`src/rtl/reset_sequencer.sv`:
```
// Power-on reset sequencer: synchronises reset deassertion, then releases a chain
// of subsystem resets one at a time, gated on each stage's ready flag, with timeout.
module reset_sequencer #(
  parameter int NUM_STAGES           = 4,
  parameter int SYNC_STAGES          = 2,
  parameter int STAGE_DELAY_CYCLES   = 1000,
  parameter int READY_TIMEOUT_CYCLES = 50000,
  localparam int FSW = (NUM_STAGES > 1) ? $clog2(NUM_STAGES) : 1
) (
  input  logic                  clk,
  input  logic                  rst_n,
  input  logic [NUM_STAGES-1:0] stage_ready,
  output logic [NUM_STAGES-1:0] stage_rst_n,
  output logic                  busy,
  output logic                  all_ready,
  output logic                  timeout_err,
  output logic [FSW-1:0]        fault_stage
);

  localparam int CW = $clog2(READY_TIMEOUT_CYCLES + 1);
  localparam int KW = FSW;

  localparam logic [CW-1:0] DELAY_M1 = CW'(STAGE_DELAY_CYCLES - 1);
  localparam logic [CW-1:0] TMO_M1   = CW'(READY_TIMEOUT_CYCLES - 1);
  localparam logic [CW-1:0] CNT_MAX  = CW'(READY_TIMEOUT_CYCLES);
  localparam logic [KW-1:0] K_LAST   = KW'(NUM_STAGES - 1);

  typedef enum logic [1:0] {
    IDLE       = 2'd0,
    WAIT_STAGE = 2'd1,
    DONE       = 2'd2,
    FAULT      = 2'd3
  } state_t;

  // Reset synchroniser: asserts with rst_n, deasserts SYNC_STAGES edges later
  logic [SYNC_STAGES-1:0] rst_sync_q;
  logic                   rst_sync_n;

  always_ff @(posedge clk or negedge rst_n) begin
    if (!rst_n) begin
      rst_sync_q <= '0;
    end else begin
      rst_sync_q <= {rst_sync_q[SYNC_STAGES-2:0], 1'b1};
    end
  end

  assign rst_sync_n = rst_sync_q[SYNC_STAGES-1];

  // Per-bit ready synchroniser
  logic [NUM_STAGES-1:0] rdy_sync [SYNC_STAGES];
  logic [NUM_STAGES-1:0] rdy_s;

  always_ff @(posedge clk or negedge rst_n) begin
    if (!rst_n) begin
      for (int i = 0; i < SYNC_STAGES; i++) begin
        rdy_sync[i] <= '0;
      end
    end else begin
      rdy_sync[0] <= stage_ready;
      for (int i = 1; i < SYNC_STAGES; i++) begin
        rdy_sync[i] <= rdy_sync[i-1];
      end
    end
  end

  assign rdy_s = rdy_sync[SYNC_STAGES-1];

  state_t                state, state_nxt;
  logic [KW-1:0]         k, k_nxt;
  logic [CW-1:0]         cnt, cnt_nxt;
  logic [NUM_STAGES-1:0] stage_rst_n_nxt;
  logic                  busy_nxt;
  logic                  all_ready_nxt;
  logic                  timeout_err_nxt;
  logic [FSW-1:0]        fault_stage_nxt;

  logic rdy_cur;
  logic advance;
  logic timeout;

  assign rdy_cur = rdy_s[k];
  assign advance = (cnt >= DELAY_M1) && rdy_cur;
  assign timeout = (cnt == TMO_M1) && !rdy_cur;

  always_ff @(posedge clk or negedge rst_n) begin
    if (!rst_n) begin
      state       <= IDLE;
      k           <= '0;
      cnt         <= '0;
      stage_rst_n <= '0;
      busy        <= 1'b0;
      all_ready   <= 1'b0;
      timeout_err <= 1'b0;
      fault_stage <= '0;
    end else begin
      state       <= state_nxt;
      k           <= k_nxt;
      cnt         <= cnt_nxt;
      stage_rst_n <= stage_rst_n_nxt;
      busy        <= busy_nxt;
      all_ready   <= all_ready_nxt;
      timeout_err <= timeout_err_nxt;
      fault_stage <= fault_stage_nxt;
    end
  end

  always_comb begin
    state_nxt       = state;
    k_nxt           = k;
    cnt_nxt         = cnt;
    stage_rst_n_nxt = stage_rst_n;
    busy_nxt        = busy;
    all_ready_nxt   = 1'b0;
    timeout_err_nxt = timeout_err;
    fault_stage_nxt = fault_stage;

    case (state)
      IDLE: begin
        if (rst_sync_n) begin
          state_nxt          = WAIT_STAGE;
          stage_rst_n_nxt[0] = 1'b1;
          k_nxt              = '0;
          cnt_nxt            = '0;
          busy_nxt           = 1'b1;
        end
      end

      WAIT_STAGE: begin
        cnt_nxt = (cnt == CNT_MAX) ? cnt : cnt + CW'(1);
        // Advance wins over timeout when both would fire in the same cycle
        if (advance) begin
          if (k < K_LAST) begin
            stage_rst_n_nxt[k + KW'(1)] = 1'b1;
            k_nxt                       = k + KW'(1);
            cnt_nxt                     = '0;
          end else begin
            state_nxt       = DONE;
            busy_nxt        = 1'b0;
            stage_rst_n_nxt = '1;
          end
        end else if (timeout) begin
          state_nxt          = FAULT;
          busy_nxt           = 1'b0;
          timeout_err_nxt    = 1'b1;
          fault_stage_nxt    = k;
          stage_rst_n_nxt[k] = 1'b0;
        end
      end

      DONE: begin
        all_ready_nxt = &rdy_s;
      end

      FAULT: begin
        cnt_nxt = cnt;
      end

      default: begin
        state_nxt = IDLE;
      end
    endcase
  end

endmodule

```
`config.mk`:
```
export PLATFORM = sky130hd
export DESIGN_NAME = reset_sequencer
export DESIGN_NICKNAME = d
export VERILOG_FILES = /design/src/rtl/reset_sequencer.sv
export SDC_FILE = /design/constraint.sdc
export NUM_CORES = 1
export LEC_CHECK = 0
export ABC_AREA = 1
export CAP_MARGIN = 30
export CORE_MARGIN = 2
export CORE_UTILIZATION = 62
export DETAILED_ROUTE_END_ITERATION = 12
export PLACE_DENSITY_LB_ADDON = 0.08
export SYNTH_ARGS = -nofsm -noshare
export SYNTH_HDL_FRONTEND = slang
export SYNTH_SLANG_ARGS = --single-unit
export TNS_END_PERCENT = 50
```
`constraint.sdc`:
```
create_clock -name clk -period 2.2 [get_ports clk]
set_input_delay 0.55 -clock clk [delete_from_list [all_inputs] [get_ports clk]]
set_output_delay 0.55 -clock clk [all_outputs]
set_load 0.1 [all_outputs]
```
* Word level (Yosys, flattened, before mapping) *
Cells that the tools add are included.

storage, ports and cells
  flip-flop bits (word level) = 39
  input bits = 6
  output and inout bits = 9
  logic and storage cells = 78

operators by class
  $add $sub $neg = 2
  magnitude comparators = 6
  equality and inequality tests = 9
  mux-type cells = 30
  bitwise gates (word level) = 4
  reduce and logical (&&, ||, !) cells = 15

operators by type and width
  kind                                                         number
  two-way mux 16 bit                                           4
  equality test 16 bit (second input constant)                 2
  case mux 16 bit (2 select lines)                             1
  adder 16 x 1 -> 16 bit (second input constant)               1
  >= comparator 16 x 10 -> 1 bit (second input constant)       1
  two-way mux 2 bit                                            7
  two-way mux 4 bit                                            3
  AND reduction 4 bit                                          3
  two-way mux 1 bit                                            8
  case mux 2 bit (2 select lines)                              2
  less-than comparator 2 x 3 -> 1 bit (second input constant)  2
  inequality test 2 bit (second input constant)                3
  inequality test 3 bit (second input constant)                2
  AND reduction 3 bit                                          2
  AND 4 bit                                                    1
  demux 1 bit (select 2 bit)                                   2
  >= comparator 2 x 1 -> 1 bit (second input constant)         2
  logical AND 1 bit                                            4
  NOT 4 bit                                                    1
  OR 4 bit                                                     1
  case mux 1 bit (2 select lines)                              2
  AND reduction 2 bit                                          2
  nonzero test 2 bit                                           2
  adder 2 x 1 -> 2 bit (second input constant)                 1
  other kinds (7)                                              7

* Depth between registers and ports, before layout *
  depth in word-level cells = 9
  depth in mapped cells = 11
  mapped depth without buffers = 10

* Worst setup path after synthesis *
OpenSTA, ideal clock, no wires.

  path type = reg-to-reg
  start point = register cnt[0]
  end point = register stage_rst_n[0]
  setup time = 122 ps
  data arrival time = 1392 ps
  data required time = 2078 ps
  path slack = 685 ps
  stages on the path, launching flop included = 11
  buffers on the path = 0
  clock period less this slack = 1515 ps
  cells stage by stage = dfrtp_1 > ha_1 > nand2_2 > nor2_2 > nand3_1 > nor2_2 > nand3_2 > nand3_1 > nand2_1 > nand2_1 > nand2_1

on the way
  word-level cells in the longest chain between the ends = 4
  elaborated cells between the ends (all ways) = 8
  classes of those cells = order compare (1); eq/ne (2); mux (2); reduce/logical (3)

ends and longest elaborated chain
  what                                                                                            line    source
  from (decl)                                                                                     70      logic [CW-1:0] cnt, cnt_nxt;
  from (signal assigned)                                                                          98      cnt <= cnt_nxt;
  >= comparator 16 x 10 -> 1 bit / equality test 16 bit (equally long branches)                   82, 83
  logical AND 1 bit (on tied branches)                                                            82, 83
  inequality test 3 bit (no source line) / two-way mux 4 bit (equally long branches)              --
  AND reduction 3 bit (no source line) / case mux 1 bit (2 select lines) (equally long branches)  --
  to (signal assigned)                                                                            99      stage_rst_n <= stage_rst_n_nxt;
  to (decl)                                                                                       13      output logic [NUM_STAGES-1:0] stage_rst_n,

Several ways; a longest one is shown, not always the timed one.
A chain may end at the register's enable or synchronous reset.

* Final worst setup path *
  start point = register cnt[0]
  end point = register k[0]

on the way
  word-level cells in the longest chain between the ends = 4

ends and longest elaborated chain
  what                                    line  source
  >= comparator 16 x 10 -> 1 bit          82    assign advance = (cnt >= DELAY_M1) && rdy_cur;
  logical AND 1 bit                       82
  inequality test 2 bit (no source line)  --
  AND reduction 4 bit (no source line)    --
  to (signal assigned)                    97    k <= k_nxt;
  to (decl)                               69    logic [KW-1:0] k, k_nxt;

No other way between the ends.

==> results.json <==
{
  "ys_warn_count": 0,
  "finalHoldWorstSlack_ns": 0.116,
  "antenna_cells": 0,
  "io_pins": 15,
  "cp.required_ns": 2.45,
  "drtIter0Drc": 79,
  "ctsHtreeMaxLevel": 2,
  "fin_setup_tns_ns": 0,
  "critPathCaptureType": "flip-flop",
  "synth.avg_cell_area_um2": 8.27,
  "synthAdderAreaFrac_pct": 3.53,
  "powerDensity_nw_per_um2": 850,
  "dr.pass1.iters": 4,
  "crit_fanout": 11,
  "route.vias.total": 1683,
  "post_drt_wl_per_cell_um": 12.5,
  "grt_pass1_wl_um": 7360,
  "nets": 289,
  "synth-main-ff-cell": "dfrtp_1",
  "syn_inst": 257,
  "drive_gt1_share_pct": 18.3,
  "worstPathArrival_ns": 1.94,
  "die_area_um2": 3910,
  "grt_setup_unrepaired": "false",
  "setup_violations": 0,
  "slew_viol_final": 0,
  "routed_via_density": 5.19,
  "seqPwrFrac_pct": 45.2,
  "clock_latency_ns": 0.36,
  "initial_core_util_pct": 64.2,
  "finalCriticalPeriod_ns": 1.68,
  "finalHoldViolations": 0,
  "cts_made_buffers": 5,
  "cp-start-kind": "flip-flop",
  "clkTransAtPathRegs_ns": 0.13,
  "antenna_found_initial": 0,
  "worst_hold_path_type": "input pin to async pin",
  "synth_seq_area_share_pct": 45.9,
  "outcome": "finished, final reports clean",
  "drv_cap": 0,
  "ys_ff_latch": 39,
  "area.growth.synth_to_final_pct": 12.1,
  "synth_edf_count": 0,
  "async_reset_ff_share_pct": 100,
  "clock_path_buffers": 2,
  "synth-simple-area-share_pct": 31.9,
  "grt_overflow": 0,
  "synth_top_family_by_area": "simple AND/OR/NAND/NOR gates",
  "finClkSkew_ns": 0.0147,
  "fill_cells": 289,
  "power_switching_mw": 0.779,
  "clock-root-buffer": "clkbuf_4",
  "synth_area_leaders": "dfrtp_1, nand2_1, inv_1, nand3_1, nor2_1",
  "cts_hold_buffers": 0,
  "post_synth_xor_area_fraction_pct": 3.30,
  "numPortBuffers": 14,
  "internal_power_mw": 1.25,
  "power.leakage_nw": 1.17,
  "syn_area_um2": 2120,
  "worstSetupPathType": "flip-flop to flip-flop",
  "yosysTopAreaCellShare_pct": 45.9,
  "synth_area_leader_cell": "dfrtp_1",
  "postRouteAntennaNets": 0,
  "rows": 21,
  "syn-num-nets": 269,
  "grt_max_degree": 22,
  "cts_tree": "done",
  "fmax_ghz": 0.594,
  "gr-usage-all-layers_pct": 24.2,
  "die_w_um": 62.5,
  "muxShareOfSynthArea_pct": 0,
  "power_mw": 2.02,
  "routed_wl_um": 4050,
  "postCtsSetupBuffers": 0,
  "synth_cell_type_count": 32,
  "core-area_um2": 3310,
  "synthMostInstantiatedCell": "nand2_1",
  "pwr-share-comb_pct": 30.1,
  "cts.sinks": 39,
  "drc": 0,
  "synth_compound_area_share_pct": 7.83,
  "dp_hpwl_um": 3070,
  "gp_congestion": 0.920,
  "die_height_um": 62.5,
  "synth_commonest_cells": "nand2_1, dfrtp_1, inv_1",
  "ir_worst_vdd_mv": 0.548,
  "cts_resized": 0,
  "grt_pass1_vias": 1559,
  "switching_share_pct": 38.5,
  "clkPwrFrac_pct": 24.7,
  "min_period_over_period_pct": 76.6
}
-- state kept, by name, summed over array words and instances, names as in the netlist --
register and cells:
state 2, stage_rst_n 4, k 2, cnt 16, rst_sync_q 2, timeout_err 1, rdy_sync 4, busy 1
rdy_s 4, all_ready 1, fault_stage 2
-- stage by stage --
stage	utilization, %	cell area [um^2]	instances	setup slack, ns
floorplan	-	2120	257	0.685
global placement	69.4	2300	316	0.564
detailed placement	69.4	2300	316	0.504
CTS	72.0	2380	324	0.505
global route	72.0	2380	324	0.347
finish	72.0	2380	324	0.516
-- worst max-delay path: stages, from the launching register on --
cell	delay (ns)
dfrtp_1	0.44
ha_1	0.20
nand2_2	0.10
nand3_1	0.09
nand2_1	0.07
nand2_2	0.10
nand3_4	0.10
nand2_4	0.12
nand2_4	0.06
inv_2	0.19
o21ai_0	0.12
-- power groups by stage --
stage | registers, mW | logic [mW] | clock network, mW
after global placement | 0.923 | 0.589 | 0
final | 0.915 | 0.610 | 0.499
after floorplan | 0.981 | 0.406 | 0
after global routing | 0.933 | 0.694 | 0.542
after detailed placement | 0.929 | 0.604 | 0
after CTS | 0.915 | 0.609 | 0.511
-- layout by cell type (no fill, tap or decap), types with 4 or more instances in the layout --
cell type        netlist  final
clkbuf_4               0      5
nor2_1                28     28
a21oi_1                4      4
xor2_1                 8      8
inv_2                  7      7
clkdlybuf4s50_1        0      4
inv_1                 30     30
buf_4                  0      9
ha_1                   6      6
nand2_1               51     51
nand2_2                6      6
o21a_1                 4      4
nor2_2                 7      7
nand4_1                7      7
o22ai_1                5      5
o21ai_0                5      5
o21ai_1                7      7
dfrtp_1               39     39
nand3_1               22     22
-- layer usage --
metal / global-route usage (%) / part of all wire, % / vias to the layer above
li1: - / - / 867
met1: 35.1 / 50 / 773
met2: 35.8 / 44 / 39
met3: 4.86 / 4.3 / 4
met4: 10.0 / 1.7 / 0
met5: 0 / 0 / -
-- worst paths after layout --
kind,from,slack (ns),depth (start not counted),to
setup / recovery,cnt[0],0.52,10,k[0]
hold / removal,rst_n,0.12,1,k[0]
setup reg to reg,cnt[0],0.52,10,k[0]
hold reg to reg,rdy_sync[6],0.36,0,rdy_s[2]
max in group asynchronous,rst_n,1.61,2,cnt[1]
min in group clk,rdy_sync[6],0.36,0,rdy_s[2]
-- logic make-up after synthesis --
group / after synthesis
AOI/OAI and AO/OA: 28
xor gates and xnor gates: 8
adders and majority gates: 6
buffers and inverters: 39
DFF: 39
other: 1
and+or+nand+nor: 136
-- final cells by class --
cell class              instances  area (um^2)  share of cell area, %
multi-input cells             179          993                   41.7
flip-flops and latches         39          976                   41.0
inverters                      37          139                   5.83
repair buffers                 15          133                   5.57
well taps                      46         57.6                   2.42
clock inverters                 3         46.3                   1.94
clock buffers                   5         37.5                   1.58
Note: power is estimated with default switching activity, not from simulation.
